[config.mk]
export PLATFORM = sky130hd
export DESIGN_NAME = mem_stage_ctrl
export DESIGN_NICKNAME = d
export VERILOG_FILES = /design/src/rtl/mem_stage_ctrl.sv
export SDC_FILE = /design/constraint.sdc
export NUM_CORES = 1
export LEC_CHECK = 0
export ABC_AREA = 1
export ABC_CLOCK_PERIOD_IN_PS = 1450
export CAP_MARGIN = 15
export CORE_UTILIZATION = 39
export CTS_CLUSTER_DIAMETER = 100
export DETAILED_ROUTE_END_ITERATION = 8
export HOLD_SLACK_MARGIN = 0.06
export PLACE_DENSITY = 0.83
export SKIP_CTS_REPAIR_TIMING = 1
export SLEW_MARGIN = 10
export SYNTH_ARGS = -nofsm -noshare
export SYNTH_HDL_FRONTEND = slang
export SYNTH_SLANG_ARGS = --single-unit
[constraint.sdc]
create_clock -name clk -period 1.45 [get_ports clk]
set_input_delay 0.2175 -clock clk [delete_from_list [all_inputs] [get_ports clk]]
set_output_delay 0.2175 -clock clk [all_outputs]
set_load 0.05 [all_outputs]
[src/rtl/mem_stage_ctrl.sv]
// mem_stage_ctrl: MEM-stage controller issuing one registered bus access per load/store, with timeout and lane handling.
module mem_stage_ctrl #(
  parameter int TIMEOUT = 16
) (
  input  logic        clk,
  input  logic        rst_n,
  input  logic        ex_valid,
  input  logic [31:0] pc_i,
  input  logic [1:0]  type_i,
  input  logic        dramwe_i,
  input  logic        mem_rd_i,
  input  logic [31:0] addr_i,
  input  logic [31:0] wdata_i,
  input  logic        unsigned_i,
  input  logic [4:0]  regwr_i,
  input  logic        regwe_i,
  output logic        bus_req,
  output logic        bus_we,
  output logic [31:0] bus_addr,
  output logic [3:0]  bus_be,
  output logic [31:0] bus_wdata,
  input  logic        bus_ack,
  input  logic [31:0] bus_rdata,
  output logic        stall_o,
  output logic        wb_valid,
  output logic        wb_regwe,
  output logic [31:0] wb_pc,
  output logic [4:0]  wb_regwr,
  output logic [31:0] wb_data,
  output logic        misalign_o,
  output logic        bus_err_o
);
  localparam int CW = $clog2(TIMEOUT + 1);
  typedef enum logic {IDLE, BUSY} state_t;
  state_t state, state_n;
  logic [CW-1:0] cnt;
  logic [1:0] l_type, l_off;
  logic l_uns, l_regwe, l_we;
  logic is_mem, mis, accept, tmo;
  logic [3:0] be;
  logic [31:0] wd, sh, ld;
  always_comb begin
    is_mem = dramwe_i | mem_rd_i;
    mis = (type_i == 2'b01 && addr_i[0]) || (type_i[1] && addr_i[1:0] != 2'b00);
    accept = state == IDLE && ex_valid && is_mem && !mis;
    tmo = state == BUSY && !bus_ack && cnt == CW'(TIMEOUT - 1);
    state_n = accept ? BUSY : (state == BUSY && (bus_ack || tmo)) ? IDLE : state;
    stall_o = rst_n && (accept || (state == BUSY && !bus_ack && !tmo));
    be = type_i == 2'b00 ? 4'b0001 << addr_i[1:0] : type_i == 2'b01 ? (addr_i[1] ? 4'b1100 : 4'b0011) : 4'b1111;
    wd = type_i == 2'b00 ? {4{wdata_i[7:0]}} : type_i == 2'b01 ? {2{wdata_i[15:0]}} : wdata_i;
    sh = bus_rdata >> {l_off, 3'b000};
    ld = l_type == 2'b00 ? {{24{sh[7] & !l_uns}}, sh[7:0]} :
         l_type == 2'b01 ? {{16{sh[15] & !l_uns}}, sh[15:0]} : bus_rdata;
  end
  // Access attributes are latched at accept so completion does not depend on upstream holding its slot.
  always_ff @(posedge clk or negedge rst_n) begin
    if (!rst_n) begin
      state <= IDLE;
      cnt <= '0;
      {l_type, l_off, l_uns, l_regwe, l_we} <= '0;
      {bus_req, bus_we, bus_addr, bus_be, bus_wdata} <= '0;
      {wb_valid, wb_regwe, wb_pc, wb_regwr, wb_data} <= '0;
      {misalign_o, bus_err_o} <= '0;
    end else begin
      state <= state_n;
      wb_valid <= 1'b0;
      misalign_o <= 1'b0;
      bus_err_o <= 1'b0;
      if (state == IDLE) begin
        if (ex_valid) begin
          wb_pc <= pc_i;
          wb_regwr <= regwr_i;
          if (!is_mem || mis) begin
            wb_valid <= 1'b1;
            wb_regwe <= !is_mem && regwe_i;
            wb_data <= addr_i;
            misalign_o <= is_mem;
          end else begin
            bus_req <= 1'b1;
            bus_we <= dramwe_i;
            bus_addr <= {addr_i[31:2], 2'b00};
            bus_be <= be;
            bus_wdata <= wd;
            cnt <= '0;
            {l_type, l_off, l_uns, l_regwe, l_we} <= {type_i, addr_i[1:0], unsigned_i, regwe_i, dramwe_i};
          end
        end
      end else if (bus_ack) begin
        bus_req <= 1'b0;
        wb_valid <= 1'b1;
        wb_regwe <= l_regwe && !l_we;
        wb_data <= ld;
      end else if (tmo) begin
        bus_req <= 1'b0;
        bus_err_o <= 1'b1;
        wb_valid <= 1'b1;
        wb_regwe <= 1'b0;
      end else begin
        cnt <= cnt + CW'(1);
      end
    end
  end
endmodule

Word-level counts from Yosys, hierarchy flattened

Cells that the tools add are included.
W data, S select, Z words.

Word-level logic and storage cells: 105
Register bits: 153
Input bits: 143

$add $sub $neg: 1
Equal/unequal tests: 8
Shifts and indexed selects: 2
Reductions and logical operators: 34
Mux-type cells: 37
Bitwise operators: 5

Operators with widths:

| cell                  | count |
|---|---|
| $mux W32              | 8 |
| $shr A32 B5 Y16       | 1 |
| $mux W5               | 5 |
| $mux W1               | 21 |
| $logic_and A1 B1 Y1   | 12 |
| $mux W4               | 3 |
| $reduce_and A3 Y1     | 4 |
| $ne A2 B2 Y1 const B  | 4 |
| $reduce_bool A2 Y1    | 4 |
| $logic_not A1 Y1      | 6 |
| $add A5 B1 Y5 const B | 1 |
| $eq A5 B4 Y1 const B  | 1 |
| $eq A2 B1 Y1 const B  | 2 |
| $logic_not A2 Y1      | 2 |
| $logic_or A1 B1 Y1    | 4 |
| $reduce_and A4 Y1     | 1 |
| $shl A1 B2 Y4 const A | 1 |
| $ne A3 B2 Y1 const B  | 1 |
| $and A1 B1 Y1         | 2 |
| $not A1 Y1            | 2 |
| $reduce_and A2 Y1     | 1 |
| $or A1 B1 Y1          | 1 |

Logic depth before layout (Yosys ltp)

Gate-level depths: netlist of run 1.

Depth in word-level cells: 7
Gate-level depth with buffers: 10

Worst setup path after synthesis of run 1

No wires, ideal clock.

Kind: register -> output
From: register cnt[0]
To: output port stall_o
Data arrival time: 1.859 ns
Slack: -0.626 ns
Cell stages (with the launch flop): 10
Path buffers: 0
Cell sequence: dfrtp_1 ha_1 inv_1 nor3_1 ha_1 inv_1 nand2_1 nand2_1 inv_1 nor2_1

Longest elaborated chain between the ends: 6

Ends and longest elaborated chain:

| item                   | line | text |
|---|---|---|
| from (decl)            | 36   | `logic [CW-1:0] cnt;` |
| from (signal assigned) | 99   | `cnt <= cnt + CW'(1);` |
| $eq A5 B4 Y1           | 46   | `tmo = state == BUSY && !bus_ack && cnt == CW'(TIMEOUT - 1);` |
| $logic_and A1 B1 Y1    | 46   |  |
| $logic_not A1 Y1       | 48   | `stall_o = rst_n && (accept \|\| (state == BUSY && !bus_ack && !tmo));` |
| $logic_and A1 B1 Y1    | 48   |  |
| $logic_or A1 B1 Y1     | 48   |  |
| $logic_and A1 B1 Y1    | 48   |  |
| to (decl)              | 24   | `output logic stall_o,` |

No other way between the ends.

Worst setup path after layout of run 1

Ends and elaborated chain as after synthesis.

==> results.tsv, run 1 <==
stage	metric	value	unit
sta	final hold violations	0	
pwr	cell internal pwr	13.33	mW
synthesis	Synth Area in Compound Gates	10.59	%
critical_path	endpoint type of the worst setup path	output port	
critical_path	critical-path maximum fanout	4	
die	Starting Density	39.75	%
critical_path	Startpoint Class	register	
pwr	Comb power frac	50.9	%
critical_path	Crit Path Category	register to output port	
synthesis	Synth Area in Simple Gates	29.31	%
die	area of the core	17900	um^2
clock_network	Worst-path clk slew	0.06	ns
cells_and_area	fin nets	1418	
critical_path	Critical path buffers and inverters	4	
critical_path	crit-path max cell delay	0.39	ns
flow_run	Max Cap Viol	0	
cells_and_area	area grow syn2layout	85.81	%
detailed_routing	vias post-DR	7887	
detailed_routing	Vias/cell	5.203	
pwr	Final Total Pwr	22.59	mW
pwr	sw frac	41.00	%
sta	Final Skew	0.006022	ns
synthesis	total standard cell area after synthesis	7116	um^2
detailed_routing	WL/cell	18.00	um
clock_network	TritonCTS buffer count	17	
synthesis	post-synth top area share	53.81	%
place	DPL Wire Length	19610	um
detailed_routing	DRC	0	
synthesis	Syn Inst Count	932	
status	status	finished with violations	
clock_network	CTS root buffer	clkbuf_16	
die	overall die area	18790	um^2
die	Die Y-Extent	137.1	um
clock_network	Clock Sinks	153	
die	Ports	287	
synthesis	Post-synth EDFFs	0	
grt	vias in the first global route	7690	
clock_network	Max Root-Sink Buffers	2	
die	Horiz. Die Dim	137.1	um
synthesis	ys flop type	dfrtp_1	
synthesis	fraction of the mapped netlist area in adder cells	0.3517	%
place	GPL Wtd Cong	0.9368	
synthesis	largest family of logic cells by synthesized area	simple AND/OR/NAND/NOR gates	
critical_path	family with the most delay on the worst path	flip-flops	
sta	Slew Viols, Final	0	
critical_path	Reg2Reg Setup Slack	-0.22	ns
grt	pin count of the biggest net entering global routing	51	
pwr	Reg power frac	29.1	%
grt	gr ovfl total	0	
synthesis	average size of a mapped cell	7.635	um^2
min_path	type of the most critical hold path	input port to register	
pwr	PD cells	1709	nW/um^2
grt	first-pass GRT wire length	39410	um
sta	Peak Freq	490.1	MHz
critical_path	crit-path cells	ha_2 > inv_2 > nor3_2 > ha_2 > inv_2 > nand2_4 > nand2_4 > inv_4 > nor2_4 > buf_12	
pwr	static leakage	6.397	nW
die	# rows	49	
clock_network	clk_lat worst skew	0.43	ns
synthesis	Seq/Total Area, Yosys	53.81	%
synthesis	Synth cell types	24	
synthesis	Post-synth ARST share	100.0	%
synthesis	multiplexer area fraction after synthesis	0	%
synthesis	top-count cell post-synth	nand2_1	
detailed_routing	Routed Antenna Nets	0	
sta	Worst-Margin Slew	0.9891	ns
cells_and_area	layout cells sized above 1	26.75	%
sta	unrepaired setup endpoints after global routing	yes	
status	failing checks	negative setup slack	
grt	All-Layer GR Usage	27.56	%
critical_path	CP max stage cell	dfrtp_1	
sta	Rel. slew slack	33.84	%
synthesis	FF+latch count, synth	153	
critical_path	CP required	1.23	ns
clock_network	CTS tree	yes	
synthesis	top cells by area, synth	dfrtp_1 (54%), nand2_1 (22%), a21oi_1 (3.8%), o21ai_0 (3.4%), nor2_1 (3.4%)	
clock_network	# H-tree levels	4	
sta	Final Critical Period	2.040	ns
synthesis	post-synthesis xor/xnor area fraction	0	%
pwr	Sw Pwr	9.262	mW
sta	Setup WS post-layout	-0.5902	ns
synthesis	commonest cells in the netlist	nand2_1 (422), dfrtp_1 (153), nor2_1 (65)	
sta	final setup violation count	98	
synthesis	Ys Warns	0	
sta	period utilization	140.7	%
critical_path	crit path DAT	1.82	ns
detailed_routing	routed wire length	27290	um
sta	setup_tns	-16.60	ns
synthesis	cell taking the most area after synthesis	dfrtp_1	
place	Port Buf Inserts	284	
pwr	peak supply drop	0.9814	mV
detailed_routing	DR iter-0 viols	553	
pwr	Clk network pwr share	19.9	%
detailed_routing	TritonRoute pass-1 iters	5	
grt	initial antenna violation count	1	
[placed cells by master (no fill, tap or decap), types with 2 or more instances in the layout]
cell / n
nor2_1: 50
dfrtp_2: 2
nand3_1: 23
buf_12: 148
clkbuf_8: 3
nand3_2: 10
nor2_2: 13
nand3_4: 2
bufinv_16: 2
a21oi_2: 4
inv_4: 3
o21ai_2: 14
nor2_4: 4
nand2_1: 406
nand2_2: 11
dlymetal6s2s_1: 2
o21ai_0: 38
clkbuf_16: 21
a41oi_1: 5
inv_1: 41
a21oi_1: 50
buf_8: 2
clkbuf_1: 2
nor3_1: 6
o21ai_1: 13
buf_6: 11
dfrtp_1: 151
nand2_4: 9
clkinv_2: 3
a41oi_2: 3
clkinv_4: 3
ha_2: 2
a31oi_1: 13
conb_1: 2
buf_4: 62
inv_2: 7
clkdlybuf4s50_1: 139
[per-stage QoR]
step | hold slack [ns] | instances | utilization (%) | setup slack (ns) | area [um^2]
floorplan | -0.07809 | 933 | - | -0.09345 | 7149
global placement | 0.07939 | 1466 | 67.40 | -0.4096 | 12070
detailed placement | 0.08077 | 1466 | 67.40 | -0.5004 | 12070
CTS | -0.3739 | 1498 | 70.70 | -0.6056 | 12660
global route | 0.1567 | 1516 | 73.85 | -0.6623 | 13220
finish | 0.1340 | 1516 | 73.85 | -0.5902 | 13220
[worst register-to-register path, delay by kind of cell (launching register included)]
kind	cells	cell delay, ns
DFF	1	0.39
adders and majority gates	2	0.38
and+or+nand+nor	4	0.36
buffers and inverters	4	0.43
[flip-flops by register name, summed over array words and instances, names as in the netlist, 2 cells and up]
register   cells
bus_wdata     32
cnt            5
wb_data       32
bus_addr      30
l_type         2
wb_regwr       5
bus_be         4
l_off          2
wb_pc         32
[power by group through the flow]
| stage | clock (mW) | combinational, mW | sequential (mW) |
|---|---|---|---|
| after floorplan | 0 | 1.96 | 9.33 |
| after global placement | 0 | 10.8 | 6.54 |
| after detailed placement | 0 | 10.9 | 6.59 |
| after CTS | 4.54 | 11.0 | 6.55 |
| after global routing | 4.70 | 12.0 | 6.68 |
| final | 4.51 | 11.5 | 6.58 |
[path summary, 6_finish.rpt]
kind / startpoint / to / cells after the start
min reg2reg: cnt[3]$_DFFE_PN0P_ / cnt[3]$_DFFE_PN0P_ / 2
max in group asynchronous: rst_n / bus_wdata[21]$_DFFE_PN0P_ / 4
max reg2reg: cnt[0]$_DFFE_PN0P_ / cnt[2]$_DFFE_PN0P_ / 10
max: cnt[0]$_DFFE_PN0P_ / stall_o / 10
min in group asynchronous: rst_n / wb_data[13]$_DFFE_PN0P_ / 2
min: addr_i[0] / bus_be[3]$_DFFE_PN0P_ / 3
[cell families (layout without fill, tap and decap cells)]
group / after synthesis / in the layout
buffers and inverters: 100 / 453
AND/OR/NAND/NOR: 535 / 535
AO/OA/AOI/OAI: 141 / 141
other: 1 / 3
adder cells (fa/ha/maj): 2 / 2
flip-flops: 153 / 153
[per-layer routing]
layer | up-vias | track usage [%] | wire length [um]
met4 | 0 | 11.11 | 863
met2 | 383 | 46.94 | 13820
met1 | 3808 | 31.77 | 9910
met5 | - | 0 | 0
li1 | 3636 | - | -
met3 | 60 | 9.111 | 2692
[layout make-up]
| cell class | count | area (um^2) |
|---|---|---|
| Clock inverter | 10 | 117.6 |
| Antenna cell | 1 | 2.502 |
| Tap cell | 229 | 286.5 |
| Timing Repair Buffer | 369 | 5109 |
| Inverter | 52 | 215.2 |
| Clock buffer | 22 | 474.2 |
| Multi-Input combinational cell | 680 | 3186 |
| Fill cell | 1172 | 4681 |
| Sequential cell | 153 | 3831 |
Note: power is estimated with default switching activity, not from simulation.
==> run 2, diff against run 1 <==
Settings changed: CAP_MARGIN 15 to 20.
==> results of run 2 <==
Final layout, timing and power as in run 1 (identical DEF).
